==> src/rtl/wmem_load_ctrl.sv <==
// Weight-memory load controller: scatters a row-major M x N word stream across P banks
// and arbitrates bank access with the compute sequencer. Optional abort port: WLOAD_ABORT_EN.
module wmem_load_ctrl #(
    parameter int M     = 13,
    parameter int N     = 16,
    parameter int P     = 1,
    parameter int WIDTH = 16,
    parameter int ADDRW = 8
) (
    input  logic             clk,
    input  logic             reset,
    input  logic             start,
    input  logic [WIDTH-1:0] w_in,
    input  logic             w_valid,
    output logic             w_ready,
    output logic [WIDTH-1:0] wr_data,
    output logic [ADDRW-1:0] wr_addr,
    output logic [P-1:0]     wr_en,
    output logic             busy,
    output logic             loaded,
    output logic             done,
    input  logic             rd_req,
    output logic             rd_gnt
`ifdef WLOAD_ABORT_EN
    ,
    input  logic             abort
`endif
);

    localparam int CW = (N > 1) ? $clog2(N) : 1;
    localparam int RW = (M > 1) ? $clog2(M) : 1;
    localparam int BW = (P > 1) ? $clog2(P) : 1;

    typedef enum logic [1:0] {
        IDLE   = 2'd0,
        LOAD   = 2'd1,
        LOADED = 2'd2,
        GRANT  = 2'd3
    } state_t;

    state_t           state_r;
    state_t           state_s;
    logic [CW-1:0]    col_r;
    logic [RW-1:0]    row_r;
    logic [BW-1:0]    bank_r;
    logic [ADDRW-1:0] group_r;
    logic             pending_r;
    logic             done_r;
    logic             abort_s;
    logic             accept_s;
    logic             col_wrap_s;
    logic             bank_wrap_s;
    logic             final_s;

`ifdef WLOAD_ABORT_EN
    assign abort_s = abort;
`else
    assign abort_s = 1'b0;
`endif

    assign col_wrap_s  = (col_r == CW'(N - 1));
    assign bank_wrap_s = (bank_r == BW'(P - 1));
    assign final_s     = accept_s && col_wrap_s && (row_r == RW'(M - 1));
    assign wr_data     = w_in;
    assign done        = done_r && !reset;

    // State register
    always_ff @(posedge clk) begin
        if (reset) begin
            state_r <= IDLE;
        end else begin
            state_r <= state_s;
        end
    end

    // Next-state logic; a start seen while granted (or at release) defers the reload
    always_comb begin
        state_s = state_r;
        case (state_r)
            IDLE: begin
                if (start) state_s = LOAD;
                else       state_s = IDLE;
            end
            LOAD: begin
                if (abort_s)      state_s = IDLE;
                else if (final_s) state_s = LOADED;
                else              state_s = LOAD;
            end
            LOADED: begin
                if (rd_req)     state_s = GRANT;
                else if (start) state_s = LOAD;
                else            state_s = LOADED;
            end
            GRANT: begin
                if (!rd_req) begin
                    if (pending_r || start) state_s = LOAD;
                    else                    state_s = LOADED;
                end else begin
                    state_s = GRANT;
                end
            end
            default: state_s = IDLE;
        endcase
    end

    // Status and handshake outputs, forced low while reset is asserted
    always_comb begin
        w_ready  = 1'b0;
        busy     = 1'b0;
        loaded   = 1'b0;
        rd_gnt   = 1'b0;
        accept_s = 1'b0;
        if (!reset) begin
            case (state_r)
                LOAD: begin
                    busy     = 1'b1;
                    w_ready  = !abort_s;
                    accept_s = w_valid && !abort_s;
                end
                LOADED: loaded = 1'b1;
                GRANT: begin
                    loaded = 1'b1;
                    rd_gnt = 1'b1;
                end
                default: busy = 1'b0;
            endcase
        end else begin
            accept_s = 1'b0;
        end
    end

    // Bank write port, live only on the accepting cycle
    always_comb begin
        wr_en   = '0;
        wr_addr = '0;
        for (int i = 0; i < P; i++) begin
            wr_en[i] = accept_s && (bank_r == BW'(i));
        end
        if (accept_s) begin
            wr_addr = group_r * ADDRW'(N) + ADDRW'(col_r);
        end else begin
            wr_addr = '0;
        end
    end

    // Column/row/bank/group counters walk the row-major stream
    always_ff @(posedge clk) begin
        if (reset || (state_r != LOAD) || abort_s || final_s) begin
            col_r   <= '0;
            row_r   <= '0;
            bank_r  <= '0;
            group_r <= '0;
        end else if (accept_s) begin
            if (col_wrap_s) begin
                col_r <= '0;
                row_r <= row_r + RW'(1);
                if (bank_wrap_s) begin
                    bank_r  <= '0;
                    group_r <= group_r + ADDRW'(1);
                end else begin
                    bank_r <= bank_r + BW'(1);
                end
            end else begin
                col_r <= col_r + CW'(1);
            end
        end else begin
            col_r <= col_r;
        end
    end

    // Deferred reload request and completion pulse
    always_ff @(posedge clk) begin
        if (reset) begin
            pending_r <= 1'b0;
            done_r    <= 1'b0;
        end else begin
            done_r <= final_s;
            case (state_r)
                LOADED: pending_r <= start && rd_req;
                GRANT: begin
                    if (!rd_req)    pending_r <= 1'b0;
                    else if (start) pending_r <= 1'b1;
                    else            pending_r <= pending_r;
                end
                default: pending_r <= 1'b0;
            endcase
        end
    end

endmodule
==> config.mk <==
export PLATFORM = sky130hd
export DESIGN_NAME = wmem_load_ctrl
export DESIGN_NICKNAME = d
export VERILOG_FILES = /design/src/rtl/wmem_load_ctrl.sv
export SDC_FILE = /design/constraint.sdc
export NUM_CORES = 1
export LEC_CHECK = 0
export CAP_MARGIN = 0
export CORE_UTILIZATION = 40
export CTS_BUF_LIST = sky130_fd_sc_hd__clkbuf_8
export CTS_CLUSTER_SIZE = 30
export DETAILED_ROUTE_END_ITERATION = 8
export PLACE_DENSITY = 0.88
export SLEW_MARGIN = 20
export SYNTH_ARGS = -nofsm -noshare
export SYNTH_HDL_FRONTEND = slang
export SYNTH_SLANG_ARGS = --single-unit
==> constraint.sdc <==
create_clock -name clk -period 2 [get_ports clk]
set_input_delay 0.2 -clock clk [delete_from_list [all_inputs] [get_ports clk]]
set_output_delay 0.2 -clock clk [all_outputs]
set_load 0.02 [all_outputs]
==> results of run 1 <==
## final timing paths
check | start | to | cells past startpoint
max | reset | wr_addr[3] | 5
min | w_in[12] | wr_data[12] | 0
max reg2reg | col_r[0]$_SDFFE_PP0N_ | col_r[3]$_SDFFE_PP0N_ | 5
min reg2reg | group_r[3]$_SDFFE_PP0P_ | group_r[3]$_SDFFE_PP0P_ | 2
## cell type report
class                           instances  share of cell area, %
Inverter                                9                  2.919
Tap cell                               28                  3.027
Sequential cell                        16                  27.68
Clock buffer                            4                  4.757
Multi-Input combinational cell         74                  40.65
Timing Repair Buffer                   25                  20.97
## power breakdown
part / switching, mW / internal, mW / total [mW]
Combinational: 0.0260 / 0.0243 / 0.0503
Sequential: 0.00381 / 0.321 / 0.325
Clock: 0.118 / 0.175 / 0.293
## worst max-delay path, delay by kind of cell
| kind | cells | cell delay, ns |
|---|---|---|
| buffers and inverters | 3 | 1.16 |
| AND/OR/NAND/NOR | 2 | 0.34 |
## synth_stat cells
library cell  count
a211oi_1          1
a21oi_1          15
and2_1            7
and3_1            1
buf_4            17
clkbuf_1          3
dfxtp_1          16
ha_1              4
inv_1             9
nand2_1           7
nand2b_1          1
nand3_1           6
nand3b_1          1
nand4_1           2
nand4bb_4         1
nor2_1            3
nor2b_1           2
nor3_1            2
nor4_1            1
o21ai_0           6
o21ai_2           1
o311a_1           1
o31ai_1           5
or3_1             2
or4_1             4
xnor2_1           1
## metrics by stage
step                      setup TNS, ns  hold WS, ns
after global routing          -0.003587       0.4000
after global placement         -0.02429       0.4001
after detailed placement       -0.01449       0.4001
after floorplan                       0       0.2728
final                                 0       0.4000
after CTS                             0       0.4001
## registers in the layout, summed over array words and instances, names as in the netlist
name       count
done_r         1
group_r        4
row_r          4
col_r          4
pending_r      1
state_r        2
## cells in the final DEF (no fill, tap or decap), types with 3 or more instances in the layout
cell             netlist  routed
dfxtp_1               16      16
clkdlybuf4s50_1        0      14
o31ai_1                5       5
ha_1                   4       4
dlymetal6s2s_1         0       4
buf_4                 17       7
nand2_1                7       7
clkbuf_8               0       4
or4_1                  4       4
nand3_1                6       6
nor2_1                 3       3
o21ai_0                6       6
a21oi_1               15      15
and2_1                 7       7
inv_1                  9       8
## layer usage
layer	vias up	global-route usage [%]	routed length [µm]
li1	419	-	-
met1	400	17.39	800
met2	36	29.82	989
met3	7	5.060	180
met4	0	12.96	53
met5	-	0	0
## cells by family (layout without fill, tap and decap cells)
family | after synthesis | in the layout | share of synthesized area [%]
adder cells (fa/ha/maj) | 4 | 4 | 5.195
flip-flops | 16 | 16 | 33.25
buffers and inverters | 29 | 38 | 17.92
AO/OA/AOI/OAI | 29 | 29 | 17.53
XOR/XNOR | 1 | 1 | 0.9093
AND/OR/NAND/NOR | 40 | 40 | 25.20
## what timing repair did
action / in CTS / in global routing
endpoints found under the setup margin: 1 / 5
pin swaps: 0 / 0
gates resized for setup: 1 / 4
hold buffers: 0 / 0
==> flow_summary.yaml, run 1 <==
power_and_ir_drop:
  ir_drop_mv: 0.3900
  total_power_mw: 0.6675
  p_leak_nw: 0.4699
  cellPowerDensity_mw_per_mm2: 576.8
logic_synthesis:
  yosysTopAreaCell: "dfxtp_1"
  synth_area_um2: 963.4
  yosysSeqAreaShare_pct: 33.25
  syn_inst: 119
  yosysWarnings: 0
  yosysUniqueCellTypes: 26
  ys_ff_latch: 16
  synth_top_area_share_pct: 33.25
  syn_nets: 144
  syn_area_per_cell_um2: 8.096
  netlist_top_cells_area: "dfxtp_1 (33%), buf_4 (13%), a21oi_1 (7.8%), ha_1 (5.2%), and2_1 (4.5%)"
clock_tree:
  htree_levels: 1
  cts_tree: "yes"
  cts.sinks: 16
  numCtsBuffers: 3
  clockBufferDepth: 2
  cts_setup_buffers: 0
  cts_root_buf: "clkbuf_8"
  worstSkewPairLatency_ns: 0.25
floorplanning:
  initial_core_util_pct: 43.14
  die_h_um: 51.08
  num_rows: 17
  boundaryPins: 51
  coreArea_mm2: 0.002233
  die-area_mm2: 0.002609
  die_w_um: 51.08
grt:
  antenna_found_initial: 0
  grt_start_max_net_pins: 16
  grt_use_total_pct: 17.29
  grt_pass1_wl_um: 3408
  overflow: 0
  grt_pass1_vias: 853
sta:
  slew_violations: 0
  fin_crit_sh_pct: 95.49
  fmax_mhz: 523.6
  worst_slack_ns: 0.09021
  relSlewSlack_pct: 73.17
  finClkSkew_ns: 0.004794
  rsz0062_at_grt: "true"
  finalSetupViolations: 0
  period_minus_slack_ns: 1.910
  tightestPinTransition_ns: 0.4024
  hold_violations: 0
drt:
  vias: 862
  first_pass_iters: 4
  vias_per_cell: 5.526
  routed_wl_um: 2023
  drt_iter0_drc: 4
  antenna_left: 0
  wl_per_cell_um: 12.97
  drc: 0
cells_and_area:
  post-route-util_pct: 51.82
  area_growth_pct: 20.13
  fin_area_mm2: 0.001157
  multi_input_area_um2: 470.5
  layout.area.seq_um2: 320.3
  fin_nets: 154
  antenna_cells: 0
  drive_above_1_share_pct: 10.94
  fillers: 229
  layoutNonFillerInstCount: 156
placed_design:
  hpwl_um: 1514
  place_area_mm2: 0.001092
  io_buffers: 18
  place.gp.congestion: 0.7555
  placedCellCount: 152
  place_ws_ns: -0.01449
critical_path:
  path_cells: "clkdlybuf4s50_1 > nand4bb_4 > inv_2 > and2_1 > clkdlybuf4s50_1"
  cpMaxStageDelayCell: "clkdlybuf4s50_1"
  worstPathMaxFanout: 9
  max_stage_delay_ns: 0.59
  crit_top_cell: "clkdlybuf4s50_1"
  end_kind: "output pin"
  reg2reg_slack_ns: 0.18
  crit_type: "in -> out"
  crit_arrival_ns: 1.71
  startpoint_type: "input port"
  worstPathRequired_ns: 1.80
run:
  drv_cap: 0
status:
  status: "completed"
worst_hold_path:
  min_path_type: "in -> out"
Power figures use the tool's default switching activity.
==> inputs of run 2 (changes only) <==
--- a/config.mk
+++ b/config.mk
@@ -6,11 +6,11 @@
 export NUM_CORES = 1
 export LEC_CHECK = 0
 export CAP_MARGIN = 0
-export CORE_UTILIZATION = 40
-export CTS_BUF_LIST = sky130_fd_sc_hd__clkbuf_8
+export CORE_UTILIZATION = 39
+export CTS_BUF_LIST = sky130_fd_sc_hd__clkbuf_16
 export CTS_CLUSTER_SIZE = 30
 export DETAILED_ROUTE_END_ITERATION = 8
-export PLACE_DENSITY = 0.88
+export PLACE_DENSITY = 0.87
 export SLEW_MARGIN = 20
 export SYNTH_ARGS = -nofsm -noshare
 export SYNTH_HDL_FRONTEND = slang
==> run 2 against run 1 <==
Against the previous run:
- largest power group is now the clock network
- flip-flop and latch count is the same
- clock power grew 32%
- setup slack got worse by 0.024 ns
- via count shrank 5.7%
- die area is 2.5% higher
- core utilization decreased by 0.69 points
- clock skew is 0.0030 ns lower
- worst hold slack hardly changed
- total power is 14% higher
- critical path depth is the same
- critical path type unchanged
- first-iteration DRC count rose by 130%
- cell count fell by 0.64%
==> flow_summary.yaml, run 2 (synthesis gave the netlist of run 1 again) <==
floorplanning:
  coreArea_mm2: 0.002276
  boundaryPins: 51
  die_w_um: 51.70
  initial_core_util_pct: 42.33
  die-area_mm2: 0.002673
  die_h_um: 51.70
  num_rows: 17
clock_tree:
  cts.sinks: 16
  htree_levels: 1
  worstSkewPairLatency_ns: 0.24
  clockBufferDepth: 2
  cts_tree: "yes"
  hold_buffers: 0
  cts_root_buf: "clkbuf_16"
  numCtsBuffers: 3
critical_path:
  cpMaxStageDelayCell: "clkdlybuf4s50_1"
  crit_type: "in -> out"
  crit_top_cell: "clkdlybuf4s50_1"
  path_cells: "clkdlybuf4s50_1 > nand4bb_4 > buf_4 > nor2_1 > clkdlybuf4s50_1"
  max_stage_delay_ns: 0.60
  crit_arrival_ns: 1.73
  worstPathMaxFanout: 15
  worstPathRequired_ns: 1.80
  end_kind: "output pin"
  startpoint_type: "input port"
cells_and_area:
  final_cell_mix: "clkdlybuf4s50_1 (18), dfxtp_1 (16), a21oi_1 (15), inv_1 (8)"
  area_growth_pct: 20.78
  fillers: 219
  reg.largest.list: "col_r x4, group_r x4, row_r x4"
  multi_input_area_um2: 470.5
  layoutNonFillerInstCount: 155
  antenna_cells: 0
  drive_above_1_share_pct: 9.449
  layout.area.seq_um2: 320.3
  fin_area_mm2: 0.001164
  fin_nets: 153
  final_common_cell: "clkdlybuf4s50_1"
  post-route-util_pct: 51.13
status:
  status: "completed"
sta:
  finalSetupViolations: 0
  relSlewSlack_pct: 74.40
  worst_slack_ns: 0.06663
  period_minus_slack_ns: 1.933
  fin_crit_sh_pct: 96.67
  hold_violations: 0
  finClkSkew_ns: 0.001778
  slew_violations: 0
  rsz0062_at_grt: "false"
  fmax_mhz: 517.2
  tightestPinTransition_ns: 0.3840
grt:
  overflow: 0
  grt_pass1_wl_um: 3305
  antenna_found_initial: 0
  grt_start_max_net_pins: 16
  grt_pass1_vias: 797
  grt_use_total_pct: 16.50
power_and_ir_drop:
  p_leak_nw: 0.4025
  cellPowerDensity_mw_per_mm2: 654.3
  ir_drop_mv: 0.4795
worst_hold_path:
  min_path_type: "in -> out"
placed_design:
  hpwl_um: 1423
  place_area_mm2: 0.001085
  placedCellCount: 151
  place.gp.congestion: 0.7832
  place_ws_ns: -0.007100
  io_buffers: 18
drt:
  vias_per_cell: 5.245
  routed_wl_um: 1941
  drt_iter0_drc: 9
  first_pass_iters: 4
  wl_per_cell_um: 12.52
  drc: 0
  antenna_left: 0
  vias: 813
run:
  drv_cap: 0
## run 2: final cells by class
type | instances | share of cell area (%)
clock inverter | 1 | 0.3226
clock buffer | 3 | 6.452
multi-input combinational | 74 | 40.43
sequential | 16 | 27.53
tap | 28 | 3.011
timing repair buffer | 24 | 19.35
inverter | 9 | 2.903
## run 2: final timing paths
path                                            start                      end  slack, ns  cells past startpoint
worst max register to register  col_r[0]$_SDFFE_PP0N_  group_r[3]$_SDFFE_PP0P_       0.22                      5
worst max-delay path                          w_valid               wr_addr[2]       0.07                      5
worst min register to register  row_r[3]$_SDFFE_PP0P_    row_r[3]$_SDFFE_PP0P_       0.48                      2
worst min-delay path                          w_in[0]               wr_data[0]       0.40                      0
## run 2: layer usage
layer / GRT usage [%] / part of all wire (%)
met1: 17.08 / 39
met2: 29.65 / 52
met3: 6.725 / 7.1
met4: 5.856 / 1.2
met5: 0 / 0
## run 2: power breakdown
part	internal [mW]	switching [mW]	leakage (nW)
Combinational	0.0237	0.0254	0.235
Sequential	0.322	0.00377	0.129
Clock	0.265	0.122	0.0385
## run 2: timing repair
| item | CTS | global route |
|---|---|---|
| setup buffers | 0 | 0 |
| setup endpoints to repair | 3 | 0 |
| gates resized for setup | 1 | 0 |
## run 2: worst max-delay path, delay by kind of cell
| family | cells | cell delay, ns |
|---|---|---|
| and+or+nand+nor | 2 | 0.21 |
| buffers and inverters | 3 | 1.31 |
## run 2: per-stage QoR
stage / total power [mW] / hold slack, ns / TNS, ns
floorplan: 0.4001 / 0.2728 / 0
global placement: 0.3790 / 0.4001 / 0
detailed placement: 0.3812 / 0.4001 / -0.01520
CTS: 0.7711 / 0.4001 / 0
global route: 0.7907 / 0.4000 / 0
finish: 0.7613 / 0.4000 / 0
==> inputs of run 3 (changes only) <==
--- a/config.mk
+++ b/config.mk
@@ -6,11 +6,14 @@
 export NUM_CORES = 1
 export LEC_CHECK = 0
 export CAP_MARGIN = 0
-export CORE_UTILIZATION = 39
+export CELL_PAD_IN_SITES_DETAIL_PLACEMENT = 0
+export CELL_PAD_IN_SITES_GLOBAL_PLACEMENT = 1
+export CORE_UTILIZATION = 27
 export CTS_BUF_LIST = sky130_fd_sc_hd__clkbuf_16
 export CTS_CLUSTER_SIZE = 30
 export DETAILED_ROUTE_END_ITERATION = 8
 export PLACE_DENSITY = 0.87
+export REMOVE_ABC_BUFFERS = 1
 export SLEW_MARGIN = 20
 export SYNTH_ARGS = -nofsm -noshare
 export SYNTH_HDL_FRONTEND = slang
==> run 3 against run 2 <==
Against the previous run:
- worst hold slack about the same
- clock power increased by 2%
- total power increased by 1.6%
- combinational power increased by 7.3%
- core utilization decreased by 15 points
- global-route usage decreased by 2.7 points
- count of clock-buffer cells in the layout unchanged
- via count increased by 4.1%
- highest routed layer unchanged
==> flow_summary.yaml, run 3 (synthesis gave the netlist of run 1 again) <==
status:
  status: "completed"
placed_design:
  place.gp.congestion: 0.6949
  place_area_mm2: 0.001127
  io_buffers: 18
  hpwl_um: 1644
  place_ws_ns: -0.01515
floorplanning:
  die_h_um: 61.74
  boundaryPins: 51
  die-area_mm2: 0.003811
  die_w_um: 61.74
  initial_core_util_pct: 28.42
  num_rows: 21
  coreArea_mm2: 0.003390
cells_and_area:
  reg.largest.list: "col_r x4, group_r x4, row_r x4"
  drive_above_1_share_pct: 10.16
  area_growth_pct: 25.45
  fin_nets: 154
  post-route-util_pct: 35.66
  final_cell_mix: "dfxtp_1 (16), a21oi_1 (15), clkdlybuf4s50_1 (10), inv_1 (9)"
  antenna_cells: 0
  final_common_cell: "dfxtp_1"
  fin_area_mm2: 0.001209
  fillers: 350
critical_path:
  crit_buf_inv: 4
  path_cells: "clkdlybuf4s50_1 > nand4bb_4 > inv_1 > buf_12 > clkdlybuf4s50_1"
  worstPathMaxFanout: 12
  worstPathRequired_ns: 1.80
  startpoint_type: "input port"
  cpLargestDelayFamily: "buffers and inverters"
  crit_arrival_ns: 1.68
  crit_type: "in -> out"
  end_kind: "output pin"
  max_stage_delay_ns: 0.59
  cpMaxStageDelayCell: "clkdlybuf4s50_1"
  crit_top_cell: "clkdlybuf4s50_1"
sta:
  relSlewSlack_pct: 72.96
  slew_violations: 0
  finalSetupViolations: 0
  fmax_mhz: 532.1
  rsz0062_at_grt: "false"
  tightestPinTransition_ns: 0.4056
  period_minus_slack_ns: 1.879
  fin_crit_sh_pct: 93.96
  worst_slack_ns: 0.1208
  finClkSkew_ns: 0.001670
  setup_tns_ns: 0
  hold_violations: 0
grt:
  overflow: 0
  grt_pass1_vias: 868
  grt_start_max_net_pins: 16
  grt_pass1_wl_um: 3850
  grt_use_total_pct: 13.79
  antenna_found_initial: 0
drt:
  drc: 0
  wl_per_cell_um: 13.10
  vias_per_cell: 4.862
  vias: 846
  routed_wl_um: 2279
  drt_iter0_drc: 19
  first_pass_iters: 4
  antenna_left: 0
run:
  drv_cap: 0
clock_tree:
  numCtsBuffers: 3
  clockBufferDepth: 2
  cts.sinks: 16
  cts_root_buf: "clkbuf_16"
  worstSkewPairLatency_ns: 0.25
  htree_levels: 1
  cts_tree: "yes"
power_and_ir_drop:
  cellPowerDensity_mw_per_mm2: 639.7
  p_leak_nw: 0.4798
  ir_drop_mv: 0.5639
worst_hold_path:
  min_path_type: "in -> out"
## run 3: cell types whose count changed in the layout (fill, tap and decap cells not counted)
cell             delta
clkdlybuf4s50_1     -8
dlygate4sd2_1       +6
dlymetal6s2s_1      +2
buf_12              +1
inv_1               +1
inv_2               -1
nand3_1             -1
nand3_2             +1
## run 3: area by class of cell
| cell class | instances | area (µm²) | share of cell area, % |
|---|---|---|---|
| multi-input combinational | 74 | 475.5 | 39.34 |
| clock buffer | 3 | 75.07 | 6.211 |
| timing repair buffer | 25 | 242.7 | 20.08 |
| inverter | 9 | 33.78 | 2.795 |
| tap | 46 | 57.56 | 4.762 |
| sequential | 16 | 320.3 | 26.50 |
| clock inverter | 1 | 3.754 | 0.3106 |
## run 3: worst register-to-register path: stages, from the launching register on
cell     delay [ns]
dfxtp_1        0.39
ha_1           0.29
nand3_2        0.23
buf_4          0.23
o21ai_2        0.36
a21oi_1        0.08
## run 3: power breakdown
part	leakage (nW)	total, mW	internal, mW	switching (mW)
clock network	0.0385	0.396	0.266	0.130
registers	0.129	0.325	0.321	0.00324
logic	0.312	0.0528	0.0263	0.0265
total	0.480	0.773	0.613	0.160
## run 3: timing repair
action                     in CTS  in global routing
buffers inserted                0                  0
gates cloned                    0                  0
pin swaps                       0                  0
hold buffers                    0                  0
setup endpoints to repair       6                 10
gates resized for setup         6                  3
## run 3: stage by stage
step | total power, mW | hold WS [ns] | std cells
2_1_floorplan | 0.3511 | 0.2728 | 99
4_1_cts | 0.7830 | 0.4003 | 174
5_1_grt | 0.7992 | 0.4002 | 174
3_3_place_gp | 0.3831 | 0.4003 | 170
3_5_place_dp | 0.3840 | 0.4003 | 170
6_report | 0.7732 | 0.4002 | 174
## run 3: final timing paths
check             slack (ns)                    start                 endpoint  cells after the start
setup reg to reg        0.29    col_r[1]$_SDFFE_PP0N_    col_r[3]$_SDFFE_PP0N_                      5
hold reg to reg         0.48  group_r[3]$_SDFFE_PP0P_  group_r[3]$_SDFFE_PP0P_                      2
hold / removal          0.40                  w_in[0]               wr_data[0]                      0
setup / recovery        0.12                  w_valid                    wr_en                      5
## run 3: metal layers
layer,share of wire (%),track usage [%],up-vias
met5,0,0,-
met1,45,17.28,381
met3,11,7.660,2
li1,-,-,419
met4,0.57,6.032,0
met2,44,19.35,44
